<file path="src/rtl/mips_pkg.sv">
// mips_pkg: opcode/funct constants and the hazard sequencer state type
// shared by the pipeline control logic.
package mips_pkg;

   localparam int unsigned OP_W    = 6;
   localparam int unsigned FUNCT_W = 6;
   localparam int unsigned REG_W   = 5;

   localparam logic [OP_W-1:0]    OP_SPECIAL  = 6'h00;
   localparam logic [FUNCT_W-1:0] FUNCT_MULT  = 6'h18;
   localparam logic [FUNCT_W-1:0] FUNCT_MULTU = 6'h19;
   localparam logic [FUNCT_W-1:0] FUNCT_DIV   = 6'h1A;
   localparam logic [FUNCT_W-1:0] FUNCT_DIVU  = 6'h1B;

   typedef enum logic [1:0] {
      ST_RUN    = 2'd0,
      ST_BUSY   = 2'd1,
      ST_DRAIN  = 2'd2,
      ST_HALTED = 2'd3
   } hazard_state_t;

   // True for the four SPECIAL functs that occupy the mult/div unit.
   function automatic logic is_muldiv_funct(input logic [FUNCT_W-1:0] funct);
      return (funct == FUNCT_MULT)  || (funct == FUNCT_MULTU) ||
             (funct == FUNCT_DIV)   || (funct == FUNCT_DIVU);
   endfunction

endpackage

</file>
<file path="src/rtl/muldiv_busy_counter.sv">
// muldiv_busy_counter: remaining-cycle counter for the mult/div unit.
// Ports:
//   clk, reset      - clock, asynchronous active-high reset (clears to 0)
//   load_i          - load load_value_i (has priority over dec_i)
//   load_value_i    - value to load
//   dec_i           - decrement by one; saturates at 0, never wraps
//   zero_o          - count is 0
module muldiv_busy_counter #(
   parameter int unsigned CNT_W = 5
) (
   input  logic             clk,
   input  logic             reset,
   input  logic             load_i,
   input  logic [CNT_W-1:0] load_value_i,
   input  logic             dec_i,
   output logic             zero_o
);

   logic [CNT_W-1:0] cnt_q;
   logic [CNT_W-1:0] cnt_d;

   // Next count: load wins, decrement stops at zero.
   always_comb begin
      cnt_d = cnt_q;
      if (load_i) begin
         cnt_d = load_value_i;
      end else if (dec_i && (cnt_q != '0)) begin
         cnt_d = cnt_q - CNT_W'(1);
      end
   end

   always_ff @(posedge clk or posedge reset) begin
      if (reset) begin
         cnt_q <= '0;
      end else begin
         cnt_q <= cnt_d;
      end
   end

   assign zero_o = (cnt_q == '0);

endmodule

</file>
<file path="src/rtl/pipeline_hazard_controller.sv">
// pipeline_hazard_controller: stall/flush sequencer for the 5-stage pipeline.
// Detects load-use hazards, sequences the multi-cycle mult/div unit behind
// HI/LO, and freezes the pipeline after HALT.
// Ports:
//   clk, reset                 - clock, asynchronous active-high reset
//   Rs_decode, Rt_decode       - decode source registers
//   using_HI_LO_decode         - decode instruction touches HI/LO
//   register_write_execute     - execute instruction writes the RF
//   memory_to_register_execute - execute instruction is a load
//   write_register_execute     - execute destination register
//   op_execute, ALU_function_execute - execute opcode / funct
//   HALT_execute               - HALT in execute
//   stall_fetch, stall_decode  - hold PC / fetch-decode register
//   clear_decode_execute       - bubble into decode/execute
//   muldiv_start, muldiv_is_div - unit start strobe and divide select
//   hi_lo_busy                 - unit occupied
//   active                     - 0 once halted
// All outputs are combinational from the state and current inputs.
module pipeline_hazard_controller
   import mips_pkg::*;
#(
   parameter int unsigned MULT_CYCLES = 4,
   parameter int unsigned DIV_CYCLES  = 32
) (
   input  logic               clk,
   input  logic               reset,
   input  logic [REG_W-1:0]   Rs_decode,
   input  logic [REG_W-1:0]   Rt_decode,
   input  logic               using_HI_LO_decode,
   input  logic               register_write_execute,
   input  logic               memory_to_register_execute,
   input  logic [REG_W-1:0]   write_register_execute,
   input  logic [OP_W-1:0]    op_execute,
   input  logic [FUNCT_W-1:0] ALU_function_execute,
   input  logic               HALT_execute,
   output logic               stall_fetch,
   output logic               stall_decode,
   output logic               clear_decode_execute,
   output logic               muldiv_start,
   output logic               muldiv_is_div,
   output logic               hi_lo_busy,
   output logic               active
);

   localparam int unsigned MAX_CYCLES = (MULT_CYCLES > DIV_CYCLES) ? MULT_CYCLES : DIV_CYCLES;
   localparam int unsigned CNT_W      = (MAX_CYCLES > 1) ? $clog2(MAX_CYCLES) : 1;

   localparam logic [CNT_W-1:0] MULT_LOAD = CNT_W'(MULT_CYCLES - 1);
   localparam logic [CNT_W-1:0] DIV_LOAD  = CNT_W'(DIV_CYCLES - 1);

   hazard_state_t    state_q;
   logic             cnt_zero;
   logic             halted;
   logic             load_use;
   logic             hi_lo_hazard;
   logic [CNT_W-1:0] load_value;

   // Mult/div detection and strobe; only RUN may launch a new operation.
   always_comb begin
      muldiv_start  = (op_execute == OP_SPECIAL) &&
                      is_muldiv_funct(ALU_function_execute) &&
                      (state_q == ST_RUN);
      muldiv_is_div = ALU_function_execute[1];
      load_value    = muldiv_is_div ? DIV_LOAD : MULT_LOAD;
   end

   // Hazard detection and stall/clear generation; HALTED overrides all.
   always_comb begin
      halted       = (state_q == ST_HALTED);
      hi_lo_busy   = (state_q == ST_BUSY) || (state_q == ST_DRAIN);
      active       = !halted;
      load_use     = memory_to_register_execute && register_write_execute &&
                     (write_register_execute != '0) &&
                     ((write_register_execute == Rs_decode) ||
                      (write_register_execute == Rt_decode));
      // Counter at 0 means HI/LO is written this cycle, so a reader may proceed.
      hi_lo_hazard = using_HI_LO_decode && (muldiv_start || (hi_lo_busy && !cnt_zero));
      stall_fetch          = halted || load_use || hi_lo_hazard;
      stall_decode         = stall_fetch;
      clear_decode_execute = stall_fetch;
   end

   muldiv_busy_counter #(
      .CNT_W (CNT_W)
   ) u_busy_counter (
      .clk          (clk),
      .reset        (reset),
      .load_i       (muldiv_start),
      .load_value_i (load_value),
      .dec_i        (hi_lo_busy),
      .zero_o       (cnt_zero)
   );

   // Sequencer state. A HALT during BUSY with the count already at 0 goes
   // straight to HALTED so the drain always takes count+1 cycles.
   always_ff @(posedge clk or posedge reset) begin
      if (reset) begin
         state_q <= ST_RUN;
      end else begin
         case (state_q)
            ST_RUN: begin
               if (muldiv_start) begin
                  state_q <= ST_BUSY;
               end else if (HALT_execute) begin
                  state_q <= ST_HALTED;
               end
            end
            ST_BUSY: begin
               if (cnt_zero) begin
                  state_q <= HALT_execute ? ST_HALTED : ST_RUN;
               end else if (HALT_execute) begin
                  state_q <= ST_DRAIN;
               end
            end
            ST_DRAIN: begin
               if (cnt_zero) begin
                  state_q <= ST_HALTED;
               end
            end
            ST_HALTED: begin
               state_q <= ST_HALTED;
            end
            default: begin
               state_q <= ST_RUN;
            end
         endcase
      end
   end

endmodule

</file>
<file path="config.mk">
export PLATFORM = sky130hd
export DESIGN_NAME = pipeline_hazard_controller
export DESIGN_NICKNAME = d
export VERILOG_FILES = /design/src/rtl/mips_pkg.sv /design/src/rtl/muldiv_busy_counter.sv /design/src/rtl/pipeline_hazard_controller.sv
export SDC_FILE = /design/constraint.sdc
export NUM_CORES = 1
export LEC_CHECK = 0
export ABC_AREA = 1
export CORE_MARGIN = 4
export CORE_UTILIZATION = 40
export CTS_CLUSTER_DIAMETER = 80
export DETAILED_ROUTE_END_ITERATION = 10
export PLACE_DENSITY_LB_ADDON = 0.25
export SLEW_MARGIN = 30
export SYNTH_ARGS = -nofsm -noshare
export SYNTH_HDL_FRONTEND = slang
export SYNTH_HIERARCHICAL = 1
export SYNTH_SLANG_ARGS = --single-unit
</file>
<file path="constraint.sdc">
create_clock -name clk -period 1.97 [get_ports clk]
set_input_delay 0.197 -clock clk [delete_from_list [all_inputs] [get_ports clk]]
set_output_delay 0.197 -clock clk [all_outputs]
set_load 0.02 [all_outputs]
</file>
==> run summary <==
Worst Path Required: 1770 ps
Number of distinct library cells after synthesis: 22
Synth top cells by count: 52 x nand2_1, 37 x inv_1, 18 x nor2_1, 14 x nand3_1, 7 x dfrtp_1
Syn Inst Count: 165
Mapped Area: 939.7 um^2
Avg Cell Area, Syn: 5.695 um^2
Most frequent cell after synthesis: nand2_1
Multi-input logic area: 600.6 um^2
Largest net degree at the start of global routing: 9
Nature of the critical path startpoint: register
Syn-to-layout area delta: 58.99%
Hold WS: 148.7 ps
Core Footprint: 0.002233 mm^2
# Max-Cap Violations: 0
# fillers: 217
HPWL Detailed: 2201 um
Nets: 264
Yosys top cell area share: 20.77%
Final antenna-violating net count: 0
Top_reg_cell synth: dfrtp_1
Die Wd: 56.47 um
Clk_lat worst skew: 240 ps
Share of layout cells above drive strength 1: 17.41%
Fin. Hold Viols: 0
Root buffer cell: clkbuf_4
Fmax achieved: 0.5272 GHz
Largest area contributor in the netlist: nand2_1
Die Y: 56.47 um
Crit. End Element: output pin
Pwr/cell area: 1155 mW/mm^2
Clock tree buffer depth: 2
Crit Path Class: register to output pin
Vias in the first global route: 1,086
Via density: 4.452
Final setup fails: 0
CTS Buf Count: 3
Post-synth ARST share: 100.0%
Status: completed
Hold Buf Count CTS: 0
1st-iter DRT viols: 28
H-tree level count: 1
Critical Path AT: 1700 ps
Ports: 40
WL per Instance: 9.774 um
Final Util: 66.89%
Total GRT Usage: 15.77%
Die area: 0.003188 mm^2
CTS tree: done
Fin crit period: 1897 ps
# rows: 17
First-pass GRT wire length: 4188 um
Synthesized flop and latch total: 7
Final worst path period share: 96.28%
DR pass1 iterations: 4
Vias: 1,122
Clk slew on worst S/H paths: 50 ps
EDFF count, synth: 0
Crit-path max FO: 3
Initial Util: 42.07%
Warning count from the yosys run: 6
GPL Wtd Cong: 0.8254
FF-to-FF path depth: 11
Register area share after synthesis: 18.64%
DRC errors left: 0
Synth area leaders: nand2_1 21%, dfrtp_1 19%, inv_1 15%
Pleak: 0.8335 nW
Diodes inserted: 0
Unrepaired setup endpoints after global routing: no
Drt total wl: 2463 um
Initial antenna violation count: 0
Reg area: 175.2 um^2
Clock sinks: 7
Worst hold path class: primary input to asynchronous set/reset pin
I/O Buffers: 38
Slew Viols, Final: 0
Max IR drop VDD: 0.0007038 V
Grt ovf: 0
Worst Clk Skew: 0.3393 ps
## stage by stage
step           worst slack (ps)  instances  cell area, um^2  TNS, ps  power (mW)
2_1_floorplan             112.7        166            948.4        0       1.119
3_3_place_gp             -106.0        248             1484   -314.5       1.601
3_5_place_dp             -148.9        248             1484   -438.2       1.662
4_1_cts                  -17.61        252             1505   -47.92       1.753
5_1_grt                   20.72        252             1494        0       1.909
6_report                  73.23        252             1494        0       1.726
## where the power goes
group	internal (mW)	switching [mW]
clock network	0.0770	0.0490
registers	0.214	0.0426
logic	0.606	0.737
## logic make-up after synthesis
logic type,count (synthesis),share of synthesized area [%]
and+or+nand+nor,96,45.81
buffers and inverters,43,18.37
AOI/OAI and AO/OA,9,5.993
DFF,7,18.64
adders and majority gates,6,7.989
xor gates and xnor gates,3,2.797
other,1,0.3991
## sequential cells by signal, summed over array words and instances, names as in the netlist
signal,flops
state_q,2
u_busy_counter/cnt_q,5
## final timing paths
check	start	endpoint	slack [ps]
max in group asynchronous	reset	u_busy_counter/cnt_q[0]	1590
worst max register to register	state_q[0]	u_busy_counter/cnt_q[2]	350
worst max-delay path	state_q[0]	hi_lo_busy	70
worst min register to register	u_busy_counter/cnt_q[4]	u_busy_counter/cnt_q[4]	490
worst min-delay path	reset	state_q[1]	150
min in group clk	u_busy_counter/cnt_q[4]	u_busy_counter/cnt_q[4]	490
## area by class of cell
| cell class | count | share of cell area, % |
|---|---|---|
| Multi-Input combinational cell | 116 | 40.20 |
| Timing Repair Buffer | 57 | 33.92 |
| Tap cell | 28 | 2.345 |
| Inverter | 40 | 10.05 |
| Clock buffer | 4 | 1.759 |
| Sequential cell | 7 | 11.73 |
## per-layer routing
metal  global-route usage (%)  wire, um  share of wire, %
met4                    3.390         8              0.32
met1                    17.25      1004                41
met5                        0         0                 0
met3                    3.678       152               6.2
met2                    30.20      1298                53
## critical path, stage by stage (launching register included)
cell	delay, ps
dfrtp_1	340
inv_1	70
ha_1	310
buf_4	140
clkdlybuf4s50_1	600
## placed cells by master (no fill, tap or decap), types with 4 or more instances in the layout
cell,count
o21ai_0,4
clkdlybuf4s50_1,34
inv_1,37
nor2_1,18
buf_4,19
nand2_1,52
dfrtp_1,7
ha_1,6
nand3_1,14
## what timing repair did
action	CTS	global route
gates resized for setup	4	6
setup buffers	0	0
endpoints found under the setup margin	4	3
Note: power is estimated with default switching activity, not from simulation.
